--- src/rtl/framebuf_port_arbiter.sv ---
// Frame-buffer port arbiter.
// Shares one single-port RAM between a VGA scan-out reader and a UART-fed
// pixel writer. Reads are granted every cycle they are requested, so the
// raster never stalls. Writes are buffered in a small FIFO and drained in
// any cycle without a read. Out-of-frame writes are accepted but dropped and
// flagged. A FIFO that stays full too long is flagged as write starvation.
module framebuf_port_arbiter #(
    parameter int Wight        = 640,
    parameter int Height       = 480,
    parameter int ADDR_W       = 19,
    parameter int DATA_W       = 3,
    parameter int WFIFO_DEPTH  = 8,
    parameter int STARVE_LIMIT = 1024
) (
    input  logic                           clk,
    input  logic                           rst_n,
    // VGA read side
    input  logic                           rd_req_i,
    input  logic [ADDR_W-1:0]              rd_addr_i,
    output logic                           rd_data_valid_o,
    output logic [DATA_W-1:0]              rd_data_o,
    // UART write side
    input  logic                           wr_valid_i,
    output logic                           wr_ready_o,
    input  logic [ADDR_W-1:0]              wr_addr_i,
    input  logic [DATA_W-1:0]              wr_data_i,
    // Single-port RAM
    output logic [ADDR_W-1:0]              ram_addr_o,
    output logic [DATA_W-1:0]              ram_data_o,
    output logic                           ram_wren_o,
    input  logic [DATA_W-1:0]              ram_q_i,
    // Status
    output logic [$clog2(WFIFO_DEPTH):0]   wr_level_o,
    output logic                           wr_err_o,
    output logic                           wr_starve_o
);

    localparam int PTR_W = (WFIFO_DEPTH > 1) ? $clog2(WFIFO_DEPTH) : 1;
    localparam int LVL_W = $clog2(WFIFO_DEPTH) + 1;
    localparam int CNT_W = $clog2(STARVE_LIMIT + 1);

    localparam logic [ADDR_W:0]    FRAME_PIXELS = (ADDR_W + 1)'(Wight * Height);
    localparam logic [LVL_W-1:0]   LVL_FULL     = LVL_W'(WFIFO_DEPTH);
    localparam logic [CNT_W-1:0]   CNT_MAX      = CNT_W'(STARVE_LIMIT);

    // Read data returns after one arbiter cycle plus two RAM cycles.
    localparam int RD_PIPE = 3;

    typedef enum logic [1:0] {
        G_IDLE  = 2'd0,
        G_READ  = 2'd1,
        G_WRITE = 2'd2
    } grant_e;

    // True when the linear pixel address lies inside the visible frame.
    function automatic logic addr_in_frame(input logic [ADDR_W-1:0] addr);
        return ({1'b0, addr} < FRAME_PIXELS);
    endfunction

    // ------------------------------------------------------------------
    // State
    // ------------------------------------------------------------------
    grant_e               grant_q, grant_d;

    logic [ADDR_W-1:0]    fifo_addr_q [WFIFO_DEPTH];
    logic [DATA_W-1:0]    fifo_data_q [WFIFO_DEPTH];
    logic [PTR_W-1:0]     rd_ptr_q, rd_ptr_d;
    logic [PTR_W-1:0]     wr_ptr_q, wr_ptr_d;
    logic [LVL_W-1:0]     level_q, level_d;
    logic                 ready_q, ready_d;

    logic [ADDR_W-1:0]    ram_addr_q, ram_addr_d;
    logic [DATA_W-1:0]    ram_data_q, ram_data_d;
    logic                 ram_wren_q, ram_wren_d;

    logic [RD_PIPE-1:0]   rd_vld_q, rd_vld_d;

    logic                 err_q, err_d;
    logic                 starve_q, starve_d;
    logic [CNT_W-1:0]     starve_cnt_q, starve_cnt_d;

    logic                 accept_s;
    logic                 push_s;
    logic                 pop_s;
    logic                 full_s;

    // A handshake completes whenever ready is presented; only in-frame
    // pixels are actually queued. Ready is a register, so a pop in this
    // cycle cannot open the door for a push in the same cycle.
    assign accept_s = wr_valid_i && ready_q;
    assign push_s   = accept_s && addr_in_frame(wr_addr_i);
    assign pop_s    = (grant_d == G_WRITE);
    assign full_s   = (level_q == LVL_FULL);

    // ------------------------------------------------------------------
    // Grant FSM
    // ------------------------------------------------------------------

    // Grant register: one RAM owner per cycle.
    always_ff @(posedge clk or negedge rst_n) begin
        if (!rst_n) begin
            grant_q <= G_IDLE;
        end else begin
            grant_q <= grant_d;
        end
    end

    // Next grant: a read always wins, otherwise drain a queued write.
    always_comb begin
        grant_d = G_IDLE;
        if (rd_req_i) begin
            grant_d = G_READ;
        end else if (level_q != {LVL_W{1'b0}}) begin
            grant_d = G_WRITE;
        end else begin
            grant_d = G_IDLE;
        end
    end

    // ------------------------------------------------------------------
    // RAM port drive
    // ------------------------------------------------------------------

    // RAM address/data/enable for the cycle being granted; idle holds the bus.
    always_comb begin
        ram_addr_d = ram_addr_q;
        ram_data_d = ram_data_q;
        ram_wren_d = 1'b0;
        case (grant_d)
            G_READ: begin
                ram_addr_d = rd_addr_i;
                ram_wren_d = 1'b0;
            end
            G_WRITE: begin
                ram_addr_d = fifo_addr_q[rd_ptr_q];
                ram_data_d = fifo_data_q[rd_ptr_q];
                ram_wren_d = 1'b1;
            end
            G_IDLE: begin
                ram_wren_d = 1'b0;
            end
            default: begin
                ram_wren_d = 1'b0;
            end
        endcase
    end

    // Registered RAM interface.
    always_ff @(posedge clk or negedge rst_n) begin
        if (!rst_n) begin
            ram_addr_q <= {ADDR_W{1'b0}};
            ram_data_q <= {DATA_W{1'b0}};
            ram_wren_q <= 1'b0;
        end else begin
            ram_addr_q <= ram_addr_d;
            ram_data_q <= ram_data_d;
            ram_wren_q <= ram_wren_d;
        end
    end

    // ------------------------------------------------------------------
    // Read-valid pipeline
    // ------------------------------------------------------------------

    // Shift a token along with each granted read until its pixel appears.
    always_comb begin
        rd_vld_d = {rd_vld_q[RD_PIPE-2:0], rd_req_i};
    end

    // Read-valid pipeline register.
    always_ff @(posedge clk or negedge rst_n) begin
        if (!rst_n) begin
            rd_vld_q <= {RD_PIPE{1'b0}};
        end else begin
            rd_vld_q <= rd_vld_d;
        end
    end

    // ------------------------------------------------------------------
    // Write FIFO
    // ------------------------------------------------------------------

    // Occupancy and pointer update; pointers wrap because depth is a power of two.
    always_comb begin
        level_d  = level_q;
        rd_ptr_d = rd_ptr_q;
        wr_ptr_d = wr_ptr_q;
        case ({push_s, pop_s})
            2'b10: begin
                level_d  = level_q + LVL_W'(1);
                wr_ptr_d = wr_ptr_q + PTR_W'(1);
            end
            2'b01: begin
                level_d  = level_q - LVL_W'(1);
                rd_ptr_d = rd_ptr_q + PTR_W'(1);
            end
            2'b11: begin
                level_d  = level_q;
                wr_ptr_d = wr_ptr_q + PTR_W'(1);
                rd_ptr_d = rd_ptr_q + PTR_W'(1);
            end
            default: begin
                level_d = level_q;
            end
        endcase
        ready_d = (level_d < LVL_FULL);
    end

    // FIFO control registers; ready stays low for as long as reset is held.
    always_ff @(posedge clk or negedge rst_n) begin
        if (!rst_n) begin
            level_q  <= {LVL_W{1'b0}};
            rd_ptr_q <= {PTR_W{1'b0}};
            wr_ptr_q <= {PTR_W{1'b0}};
            ready_q  <= 1'b0;
        end else begin
            level_q  <= level_d;
            rd_ptr_q <= rd_ptr_d;
            wr_ptr_q <= wr_ptr_d;
            ready_q  <= ready_d;
        end
    end

    // FIFO storage; contents are only meaningful below the occupancy mark,
    // so the array itself needs no reset.
    always_ff @(posedge clk) begin
        if (push_s) begin
            fifo_addr_q[wr_ptr_q] <= wr_addr_i;
            fifo_data_q[wr_ptr_q] <= wr_data_i;
        end
    end

    // ------------------------------------------------------------------
    // Error and starvation flags
    // ------------------------------------------------------------------

    // Sticky flags and the saturating full-FIFO run counter.
    always_comb begin
        starve_cnt_d = {CNT_W{1'b0}};
        if (full_s) begin
            if (starve_cnt_q == CNT_MAX) begin
                starve_cnt_d = starve_cnt_q;
            end else begin
                starve_cnt_d = starve_cnt_q + CNT_W'(1);
            end
        end else begin
            starve_cnt_d = {CNT_W{1'b0}};
        end
        starve_d = starve_q | (starve_cnt_d == CNT_MAX);
        err_d    = err_q | (accept_s && !addr_in_frame(wr_addr_i));
    end

    // Flag registers; only reset clears them.
    always_ff @(posedge clk or negedge rst_n) begin
        if (!rst_n) begin
            starve_cnt_q <= {CNT_W{1'b0}};
            starve_q     <= 1'b0;
            err_q        <= 1'b0;
        end else begin
            starve_cnt_q <= starve_cnt_d;
            starve_q     <= starve_d;
            err_q        <= err_d;
        end
    end

    // ------------------------------------------------------------------
    // Outputs
    // ------------------------------------------------------------------
    assign rd_data_valid_o = rd_vld_q[RD_PIPE-1];
    assign rd_data_o       = ram_q_i;
    assign wr_ready_o      = ready_q;
    assign ram_addr_o      = ram_addr_q;
    assign ram_data_o      = ram_data_q;
    assign ram_wren_o      = ram_wren_q;
    assign wr_level_o      = level_q;
    assign wr_err_o        = err_q;
    assign wr_starve_o     = starve_q;

endmodule

--- config.mk ---
export PLATFORM = sky130hd
export DESIGN_NAME = framebuf_port_arbiter
export DESIGN_NICKNAME = d
export VERILOG_FILES = /design/src/rtl/framebuf_port_arbiter.sv
export SDC_FILE = /design/constraint.sdc
export NUM_CORES = 1
export LEC_CHECK = 0
export CAP_MARGIN = 20
export CORE_AREA = 3 3 184 186
export CTS_CLUSTER_DIAMETER = 30
export CTS_CLUSTER_SIZE = 8
export DETAILED_ROUTE_END_ITERATION = 10
export DIE_AREA = 0 0 187 189
export PLACE_DENSITY = 0.48
export SKIP_LAST_GASP = 1
export SLEW_MARGIN = 20
export SYNTH_ARGS = -nofsm -noshare
export SYNTH_HDL_FRONTEND = slang
export SYNTH_SLANG_ARGS = --single-unit
export TNS_END_PERCENT = 5
--- constraint.sdc ---
create_clock -name clk -period 3.1 [get_ports clk]
set_input_delay 0.465 -clock clk [delete_from_list [all_inputs] [get_ports clk]]
set_output_delay 0.465 -clock clk [all_outputs]
set_load 0.02 [all_outputs]
; ---- Word level (Yosys, flattened, before mapping)
; Memory sizes are Yosys's and may differ from the RTL's. A register that Yosys moved wholly into a read port is not among the register bits.
; Index checks and enable logic that the tools add are counted.
[word_totals]
mem_bits_rw = 176
regBits = 47
out_inout_bits = 34
n_memories = 2
inputBits = 48
word_cells = 47
[memory_table]
columns = memory, words, word_bits, read_ports, rd_ports_with_merged_regs, write_ports, line_no
row1 = fifo_addr_q, 8, 19, 1, 0, 1, 65  ; logic [ADDR_W-1:0] fifo_addr_q [WFIFO_DEPTH];
row2 = fifo_data_q, 8, 3, 1, 1, 1, 66  ; logic [DATA_W-1:0] fifo_data_q [WFIFO_DEPTH];
[classes]
n_reduce_logical = 9
mux = 9
n_eq_ne = 8
n_addsub = 5
n_bitwise = 2
n_lt_le_gt_ge = 2
[ops]
columns = operator, n
row1 = case mux 19 bit (2 select lines), 1
row2 = == test 11 bit (second input constant), 2
row3 = two-way mux 11 bit, 2
row4 = less-than comparator 19 bit (second input constant), 1
row5 = adder 11 x 1 -> 11 bit (second input constant), 1
row6 = case mux 4 bit (2 select lines), 1
row7 = adder 3 x 1 -> 3 bit (second input constant), 2
row8 = == test 2 bit (second input constant), 3
row9 = adder 4 x 1 -> 4 bit (second input constant), 1
row10 = == test 2 x 1 -> 1 bit (second input constant), 2
row11 = == test 4 bit (second input constant), 1
row12 = less-than comparator 4 bit (second input constant), 1
row13 = two-way mux 2 bit, 2
row14 = nonzero test 4 bit, 1
row15 = OR reduction 2 bit, 2
row16 = subtractor 4 x 1 -> 4 bit (second input constant), 1
row17 = logical AND 1 bit, 3
row18 = two-way mux 1 bit, 3
row19 = zero test 1 bit, 2
row20 = bitwise OR 1 bit, 2
row21 = nonzero test 2 bit, 1

; ---- Logic depth before layout (Yosys ltp)
; Gate-level depths: netlist of the first run.
[logic_depth]
ltp_word = 7
mapped_depth = 11
depth_no_buf = 10

; ---- Worst setup path after synthesis of the first run
; No wires, ideal clock.
[synth_timing]
path_type = in2reg
from = input wr_addr_i[12]
to = memory fifo_addr_q[2][0] (enable)
arrival_ps = 3569
setup_time_ps = 465
path_buffers = 0
stages = 4
path_slack_ps = -934
required_time_ps = 2635
cell_sequence = a21o_1 -> a211o_1 -> a21o_1 -> nor4b_1
[synth_via]
elab_chain_len = 4
[synth_lines]
columns = item, line_no
row1 = from (decl), 25  ; input logic [ADDR_W-1:0] wr_addr_i,
row2 = less-than comparator 19 bit, 57  ; return ({1'b0, addr} < FRAME_PIXELS);
row3 = logical AND 1 bit, 91  ; assign push_s = accept_s && addr_in_frame(wr_addr_i);
row4 = two-way mux 1 bit, 227  ; if (push_s) begin
row5 = two-way mux 1 bit (not written as such), 228  ; fifo_addr_q[wr_ptr_q] <= wr_addr_i;
row6 = to (decl), 65
; No other way between the ends.

; ---- Worst setup path after layout of the first run
[layout_timing]
from = input wr_addr_i[13]
to = register ready_q, in the netlist wr_ready_o
[layout_via]
elab_chain_len = 5
elab_cells_between_ends = 6
cone_classes = 2 x order compare / 2 x eq/ne / 1 x mux / 1 x reduce/logical
[layout_lines]
columns = item, line_no
row1 = less-than comparator 19 bit (*), 57
row2 = logical AND 1 bit (*), 91
row3 = == test 2 x 1 -> 1 bit / == test 2 bit (equally long branches), 188  ; case ({push_s, pop_s})
row4 = case mux 4 bit (2 select lines) (*), 188
row5 = less-than comparator 4 bit (*), 206  ; ready_d = (level_d < LVL_FULL);
row6 = named net ready_d, 70  ; logic ready_q, ready_d;
row7 = to (signal assigned), 220  ; ready_q <= ready_d;
row8 = to (decl), 70
; Mark *: on every way through the listed nets, which the timed path passes. The rest lies on a longest branch.
; A chain may end at the register's enable or synchronous reset.

==> results of run 1 <==
[cell families (layout without fill, tap and decap cells)]
group | after synthesis | after routing
AND/OR/NAND/NOR | 97 | 97
adder cells (fa/ha/maj) | 10 | 10
multiplexers | 69 | 69
flip-flops | 226 | 226
buffers and inverters | 37 | 213
AO/OA/AOI/OAI | 63 | 63
XOR/XNOR | 14 | 14
[metrics by stage]
step                setup WS, ns  TNS [ns]
finish                     0.514         0
global route               0.234         0
CTS                        0.504         0
detailed placement       -0.0382   -0.0382
global placement         -0.0515   -0.0515
floorplan                 -0.917    -58.18
[state kept, by name (all words and copies together), names as in the netlist, named ones only]
register and cells:
ram_wren_o 1, fifo_addr_q 152, ram_addr_o 19, wr_level_o 3
rd_vld_q 3, fifo_data_q 24, rd_ptr_q 3, starve_cnt_q 11
wr_err_o 1, ram_data_o 3, wr_starve_o 1, wr_ready_o 1
wr_ptr_q 3
[layout by cell type (no fill, tap or decap), types with 2 or more instances in the layout]
cell	count
nand4_1	2
nand3_1	4
nor2_1	15
a21oi_1	7
a21o_1	2
mux2i_1	22
dfrtp_1	48
clkinvlp_4	6
clkbuf_8	2
nor4b_2	2
nor3_2	2
inv_2	2
a41o_1	2
xor2_1	4
nand2_1	48
mux4_2	44
inv_1	8
o21ai_1	41
a21oi_2	2
clkinv_2	10
edfxtp_1	176
clkbuf_16	49
xnor2_1	10
clkbuf_1	9
nor3b_2	2
or3_1	3
nor4_2	2
clkdlybuf4s50_1	74
bufinv_16	6
nor3_1	4
ha_1	10
mux2_1	3
clkinv_4	3
buf_12	8
buf_4	30
clkinv_1	3
o21ai_0	4
dfrtp_2	2
[worst max path at each step]
stage	start	endpoint	slack (ns)	cells after the start
after CTS	wr_level_o[1]$_DFFE_PN0N_	wr_ready_o$_DFF_PN0_	0.50	10
after detailed placement	wr_addr_i[13]	wr_ready_o$_DFF_PN0_	-0.04	11
final	wr_addr_i[13]	wr_ready_o$_DFF_PN0_	0.51	11
after global routing	wr_level_o[1]$_DFFE_PN0N_	wr_ready_o$_DFF_PN0_	0.23	10
after global placement	wr_addr_i[13]	wr_ready_o$_DFF_PN0_	-0.05	11
after floorplan	wr_addr_i[12]	fifo_addr_q[4][0]$_DFFE_PP_	-0.92	4
[area by class of cell]
type | count | area (um2)
clock buffers | 60 | 1290
fillers | 2980 | 20200
inverters | 10 | 37.5
multi-input cells | 253 | 2370
repair buffers | 113 | 1140
flip-flops and latches | 226 | 6540
well taps | 442 | 553
clock inverters | 30 | 359
[routing by layer]
metal  wire [um]  GRT usage (%)  vias to the layer above
met5           0              0                        -
met4         447           4.22                        0
met3        1030           2.81                       42
met2       10200           20.4                      137
met1        9100           15.1                     2576
li1            -              -                     2297
[what timing repair did]
action | CTS | global route
hold buffers | 1 | 0
resized for setup | 0 | 0
endpoints found under the hold margin | 40 | 0
[power breakdown]
group / leakage (nW) / internal [W] / switching, W
logic: 1.37 / 0.00142 / 0.00144
clock network: 0.789 / 0.00344 / 0.00162
registers: 2.20 / 0.00364 / 0.000296
==> flow_summary.yaml, run 1 <==
setup_path:
  slowest_delay_ns: 0.44
  rr_endpoint: "wr_ready_o$_DFF_PN0_"
  reg2reg_depth: 10
  path_buf_inv: 2
  r2r-start: "wr_level_o[1]$_DFFE_PN0N_"
  cp_max_fo: 3
  critical_path_class: "in -> reg"
  crit_path_end_kind: "flop"
  crit_required_ns: 3.51
  crit_family: "compound AO/OA/AOI/OAI gates"
  r2r_slack_ns: 0.52
  crit_path_cell_trace: "clkdlybuf4s50_1, a21o_1, a211o_1, a21o_1, ha_1, ha_1, a31o_1, a221oi_1, o21ai_1, xnor2_1, inv_1"
  cp_data_arrival_time_ns: 3.00
  cp-start-kind: "primary input"
  cp_slowest_cell: "clkdlybuf4s50_1"
clock_network:
  numCtsBuffers: 49
  cts_tree: "built"
  clockRootBuffer: "clkbuf_16"
  cts.clk_slew.worst_paths_ns: 0.04
  cts.sinks: 226
  clock_latency_ns: 0.55
  clockBufferDepth: 3
  h-tree-depth: 2
  cts_setup_buffers: 0
worst_hold_path:
  min_to: "rd_vld_q[2]$_DFF_PN0_"
  min-delay-start: "rd_vld_q[1]$_DFF_PN0_"
  holdPathStages: 0
  hp-class: "reg -> reg"
pwr:
  peakVddDrop_mv: 0.439
  total_power_w: 0.0119
  p_leak_nw: 4.36
  power_density_nw_per_um2: 966
placed_design:
  place.gp.congestion: 0.770
  dpl_cell_area_um2: 10600
  hpwl_um: 12900
  io_buffers: 75
  post-place-cells: 1043
yosys:
  yosys_warnings: 0
  yosys.area.top_type: "edfxtp_1"
  ys_top_cells_by_area: "edfxtp_1, dfrtp_1, mux4_2"
  synthCells: 516
  postSynth.asyncResetShare_pct: 22.1
  synth-xor-area-share_pct: 1.35
  synth_edf_count: 176
  synthMuxAreaShare_pct: 13.8
  synth-compound-area-share_pct: 3.93
  synth_ff_type: "edfxtp_1"
  ys_types: 44
  synth_top_cells_by_count: "edfxtp_1, dfrtp_1, nand2_1, mux4_2, o21ai_1"
  synth_top_family_by_area: "multiplexers"
  synth.most_common_cell: "edfxtp_1"
  synth_area_um2: 9050
  syn_avg_cell_area_um2: 17.5
  synthSimpleGateAreaFrac_pct: 5.14
  syn-num-nets: 574
  synth_fa_ha_area_share_pct: 1.38
  ys_seq_area_share_pct: 72.2
  ys_ff_latch: 226
  synth_top_area_share_pct: 58.4
final_layout:
  syn_to_final_growth_pct: 35.7
  final_area_um2: 12300
  final_cells: 1134
  nNetsFinal: 711
  fin_util_pct: 37.8
  drive_above_1_share_pct: 25.7
  antenna_cells: 0
detailed_routing:
  ant_nets: 0
  avgViaCountPerCell: 4.46
  dr.pass1.iters: 4
  drtIter0Drc: 265
  drc: 0
  drt_wl_total_um: 20800
  via_count: 5052
  wire_per_inst_um: 18.3
sta:
  fmax_mhz: 387
  hold_ws_ns: 0.348
  min_period_ns: 2.59
  drv_slew: 0
  fin_crit_sh_pct: 83.4
  rsz0062_at_grt: "false"
  tightest_slew_ns: 0.617
  setup_viol: 0
  fin_skew_ns: 0.0222
  max-slew-margin-rel_pct: 58.8
  finalHoldViolations: 0
floorplan:
  die_area_um2: 35300
  initial_core_util_pct: 27.9
  core_area_um2: 32500
  die_y_um: 189
  rows: 66
  boundaryPins: 82
  die_w_um: 187
global_routing:
  antenna_found_initial: 0
  grt_first_pass_wirelength_um: 32600
  grt_overflow: 0
  grt_start_max_net_pins: 47
  grt.total_usage_pct: 12.0
  grt_pass1_vias: 5502
run:
  maxCapViolations: 0
status:
  outcome: "completed"
(Power assumes the default switching activity.)
==> run 2: changes to the inputs <==
Clock period 3.1 ns to 2.2 ns, I/O delays scaled along.
==> flow_summary.yaml, run 2 (synthesis gave the netlist of run 1 again) <==
final_layout:
  largest_register_ffs: 152
  antenna_cells: 0
  top_register: "fifo_addr_q"
  layout_common_cells: "edfxtp_1, clkdlybuf4s50_1, clkbuf_16"
  multiInputGateArea_um2: 2490
  final_common_cell: "edfxtp_1"
  nNetsFinal: 729
  seq_area_um2: 6540
  drive_above_1_share_pct: 29.2
  syn_to_final_growth_pct: 40.2
  final_area_um2: 12700
  fin_util_pct: 39.1
  fillCellCount: 2970
global_routing:
  grt_overflow: 0
  grt.total_usage_pct: 11.6
  grt_first_pass_wirelength_um: 32000
  grt_start_max_net_pins: 40
  antenna_found_initial: 0
  grt_pass1_vias: 5695
pwr:
  peakVddDrop_mv: 0.694
  p_leak_nw: 4.55
  power_density_nw_per_um2: 1370
detailed_routing:
  drt_wl_total_um: 20100
  wire_per_inst_um: 17.4
  drtIter0Drc: 219
  ant_nets: 0
  drc: 0
  dr.pass1.iters: 4
  via_count: 5089
  avgViaCountPerCell: 4.41
setup_path:
  crit_required_ns: 2.62
  cp_max_fo: 3
  crit_path_end_kind: "flop"
  critical_path_class: "reg -> reg"
  cp_data_arrival_time_ns: 2.58
  cp-start-kind: "flop"
sta:
  setup_viol: 0
  finalHoldViolations: 0
  setup_slack_ns: 0.0434
  drv_slew: 0
  tightest_slew_ns: 0.809
  fin_setup_tns_ns: 0
  fin_crit_sh_pct: 98.0
  min_period_ns: 2.16
  fin_skew_ns: 0.0126
  fmax_mhz: 464
  hold_ws_ns: 0.274
  max-slew-margin-rel_pct: 46.1
  rsz0062_at_grt: "true"
clock_network:
  clockBufferDepth: 3
  clock_latency_ns: 0.53
  cts_tree: "built"
  cts.sinks: 226
  clockRootBuffer: "clkbuf_16"
  h-tree-depth: 2
  numCtsBuffers: 52
  cts.clk_slew.worst_paths_ns: 0.05
run:
  maxCapViolations: 0
floorplan:
  die_w_um: 187
  initial_core_util_pct: 27.9
  die_y_um: 189
  boundaryPins: 82
  die_area_um2: 35300
  core_area_um2: 32500
  rows: 66
worst_hold_path:
  hp-class: "in -> reg"
placed_design:
  dp_slack_ns: -0.766
  place.gp.congestion: 0.770
  dpl_cell_area_um2: 10800
  hpwl_um: 13000
  io_buffers: 75
status:
  outcome: "completed"
==> run 2: changes by cell type in the layout (fill, tap and decap cells not counted), moves of 3 or more <==
| cell | previous run | this run |
|---|---|---|
| buf_6 | 0 | 3 |
| clkbuf_16 | 49 | 52 |
| dfrtp_1 | 48 | 45 |
| buf_4 | 30 | 38 |
| dfrtp_2 | 2 | 5 |
| nor3_4 | 0 | 3 |
| clkbuf_1 | 9 | 6 |
| clkinv_1 | 3 | 8 |
| dlygate4sd2_1 | 0 | 3 |
| clkdlybuf4s50_1 | 74 | 71 |
==> run 2: worst paths after layout <==
path,from,endpoint,slack (ns),cells after the start
max in group asynchronous,rst_n,ram_addr_o[12]$_DFFE_PN0P_,1.09,3
max,wr_level_o[2]$_DFFE_PN0N_,wr_ready_o$_DFF_PN0_,0.04,10
min in group asynchronous,rst_n,wr_level_o[0]$_DFFE_PN0N_,0.44,2
min,wr_addr_i[14],fifo_addr_q[3][14]$_DFFE_PP_,0.27,2
max reg2reg,wr_level_o[2]$_DFFE_PN0N_,wr_ready_o$_DFF_PN0_,0.04,10
min reg2reg,rd_vld_q[1]$_DFF_PN0_,rd_vld_q[2]$_DFF_PN0_,0.34,0
==> run 2: power breakdown <==
part	internal (W)	total (W)	switching (W)
combinational	0.00222	0.00439	0.00218
sequential	0.00514	0.00550	0.000352
clock	0.00518	0.00751	0.00234
total	0.0125	0.0174	0.00487
==> run 2: metrics by stage <==
| step | total power, W | std cells |
|---|---|---|
| final | 0.0174 | 1155 |
| after floorplan | 0.00838 | 516 |
| after global routing | 0.0183 | 1155 |
| after CTS | 0.0177 | 1154 |
| after detailed placement | 0.0100 | 1054 |
| after global placement | 0.00994 | 1054 |
==> run 2: cell type report <==
type	count	share of cell area, %
Sequential cell	226	51.6
Multi-Input combinational cell	253	19.6
Clock buffer	59	10.5
Timing Repair Buffer	128	10.2
Tap cell	442	4.36
Clock inverter	37	3.36
Inverter	10	0.316
==> run 2: repair_timing <==
action | CTS | global route
endpoints found under the setup margin | 91 | 2
hold buffers | 1 | 0
cloned | 1 | 0
resized for setup | 14 | 0
setup buffers | 2 | 1
pin swaps | 8 | 4
hold endpoints to repair | 28 | 0
==> run 2: critical path, cell delays in order, from the launching register on <==
cell	delay, ns
dfrtp_2	0.41
nor3_4	0.24
nand2b_4	0.07
nor2b_4	0.14
ha_4	0.18
ha_4	0.22
a31o_1	0.18
a221oi_2	0.24
o21ai_1	0.11
xnor2_1	0.20
inv_1	0.05
==> run 2: metal layers <==
layer / vias up / GRT usage [%] / part of all wire, %
met5: - / 0 / 0
met4: 0 / 4.10 / 2.0
met3: 30 / 2.56 / 4.6
met2: 115 / 20.7 / 52
met1: 2609 / 13.9 / 42
li1: 2335 / - / -
==> run 3: changes to the inputs <==
Settings changed: GPL_TIMING_DRIVEN set to 0.
==> flow_summary.yaml, run 3 (synthesis gave the netlist of run 1 again) <==
placed_design:
  place.gp.congestion: 0.713
  io_buffers: 78
  hpwl_um: 14300
  dpl_cell_area_um2: 10800
  dp_slack_ns: -1.17
  post-place-cells: 1055
clock_network:
  clockRootBuffer: "clkbuf_16"
  clockBufferDepth: 3
  cts_tree: "built"
  numCtsBuffers: 50
  h-tree-depth: 2
  cts.sinks: 226
  clock_latency_ns: 0.55
  cts.clk_slew.worst_paths_ns: 0.05
floorplan:
  die_area_um2: 35300
  die_y_um: 189
  boundaryPins: 82
  core_area_um2: 32500
  rows: 66
  die_w_um: 187
  initial_core_util_pct: 27.9
global_routing:
  grt.total_usage_pct: 12.3
  grt_start_max_net_pins: 51
  grt_first_pass_wirelength_um: 33200
  grt_overflow: 0
  grt_pass1_vias: 5755
  antenna_found_initial: 1
sta:
  max-slew-margin-rel_pct: 54.6
  setup_viol: 2
  fin_skew_ns: 0.0217
  fin_crit_sh_pct: 105
  finalHoldViolations: 0
  fin_setup_tns_ns: -0.136
  drv_slew: 0
  rsz0062_at_grt: "true"
  setup_slack_ns: -0.115
  min_period_ns: 2.32
  fmax_mhz: 432
  tightest_slew_ns: 0.681
final_layout:
  drive_above_1_share_pct: 28.3
  nNetsFinal: 741
  syn_to_final_growth_pct: 39.5
  largest_register_ffs: 152
  final_common_cell: "edfxtp_1"
  layout_common_cells: "edfxtp_1, clkdlybuf4s50_1, clkbuf_16"
  final_area_um2: 12600
  antenna_cells: 0
  final_cells: 1167
  fillCellCount: 2985
  top_register: "fifo_addr_q"
worst_hold_path:
  holdPathStages: 1
  min-delay-start: "wr_addr_i[12]"
  min_to: "fifo_addr_q[2][12]$_DFFE_PP_"
  hp-class: "in -> reg"
status:
  outcome: "finished with violations"
  violations: "setup timing"
pwr:
  p_leak_nw: 4.54
  power_density_nw_per_um2: 1360
  total_power_w: 0.0172
  peakVddDrop_mv: 0.653
setup_path:
  crit_path_end_kind: "flop"
  critical_path_class: "reg -> reg"
  r2r-start: "wr_level_o[1]$_DFFE_PN0N_"
  rr_endpoint: "wr_ready_o$_DFF_PN0_"
  reg2reg_depth: 10
  cp_max_fo: 3
  cp_data_arrival_time_ns: 2.73
  cp-start-kind: "flop"
  crit_required_ns: 2.61
  r2r_slack_ns: -0.12
detailed_routing:
  met1Wirelength_um: 8490
  dr.pass1.iters: 4
  ant_nets: 0
  topRoutingLayerUsed: "met5"
  drt_wl_total_um: 21400
  avgViaCountPerCell: 4.41
  wire_per_inst_um: 18.4
  via_count: 5143
  wl_met3_um: 1040
  drtIter0Drc: 278
  wl_met2_um: 11400
  drc: 0
run:
  maxCapViolations: 0
==> run 3: changes by cell type in the layout (fill, tap and decap cells not counted), moves of 8 or more <==
cell | before | now
buf_2 | 1 | 9
buf_12 | 10 | 1
clkbuf_1 | 6 | 19
buf_4 | 38 | 24
buf_6 | 3 | 15
==> run 3: worst max path at each step <==
stage,start,end,depth (start not counted)
global placement,wr_addr_i[14],fifo_addr_q[2][8]$_DFFE_PP_,5
finish,wr_level_o[1]$_DFFE_PN0N_,wr_ready_o$_DFF_PN0_,10
detailed placement,wr_addr_i[14],fifo_addr_q[3][8]$_DFFE_PP_,8
floorplan,wr_level_o[2]$_DFFE_PN0N_,wr_ready_o$_DFF_PN0_,11
CTS,wr_level_o[0]$_DFFE_PN0N_,wr_ready_o$_DFF_PN0_,11
global route,wr_level_o[1]$_DFFE_PN0N_,wr_ready_o$_DFF_PN0_,10
==> run 3: cell type report <==
cell class / instances / area, um2 / area share [%]
clock buffers: 62 / 1310 / 10.3
repair buffers: 116 / 1170 / 9.28
multi-input cells: 253 / 2490 / 19.7
inverters: 10 / 37.5 / 0.297
plain buffers: 26 / 159 / 1.26
clock inverters: 32 / 364 / 2.88
flip-flops and latches: 226 / 6540 / 51.8
well taps: 442 / 553 / 4.38
==> run 3: repair_timing <==
action,in CTS,in global routing
buffers inserted,14,4
pin swaps,5,5
setup endpoints to repair,142,76
hold buffers,1,0
resized for setup,8,10
hold endpoints to repair,50,0
==> run 3: where the power goes <==
part | total (W) | internal [W] | switching [W]
Sequential | 0.00545 | 0.00514 | 0.000307
Clock | 0.00720 | 0.00491 | 0.00229
Combinational | 0.00455 | 0.00222 | 0.00233
Total | 0.0172 | 0.0123 | 0.00493
==> run 3: routing by layer <==
layer | GRT usage, % | vias to the layer above
met1 | 14.0 | 2618
li1 | - | 2358
met3 | 3.04 | 41
met2 | 22.4 | 124
met4 | 4.59 | 2
met5 | 0 | -
==> run 3: per-stage QoR <==
stage | util (%) | hold WS, ns
6_report | 38.9 | 0.103
3_5_place_dp | 33.2 | 0.344
5_1_grt | 38.9 | 0.0991
2_1_floorplan | - | 0.0344
3_3_place_gp | 32.4 | 0.342
4_1_cts | 38.8 | 0.295
==> run 3: critical path: stages, from the launching register on <==
cell and delay [ns]:
dfrtp_2 0.43, nor3_4 0.18, nand2b_1 0.14, nor2b_4 0.18
ha_4 0.19, ha_4 0.21, a31o_1 0.19, a221oi_2 0.27
o21ai_1 0.12, xnor2_1 0.21, inv_1 0.06
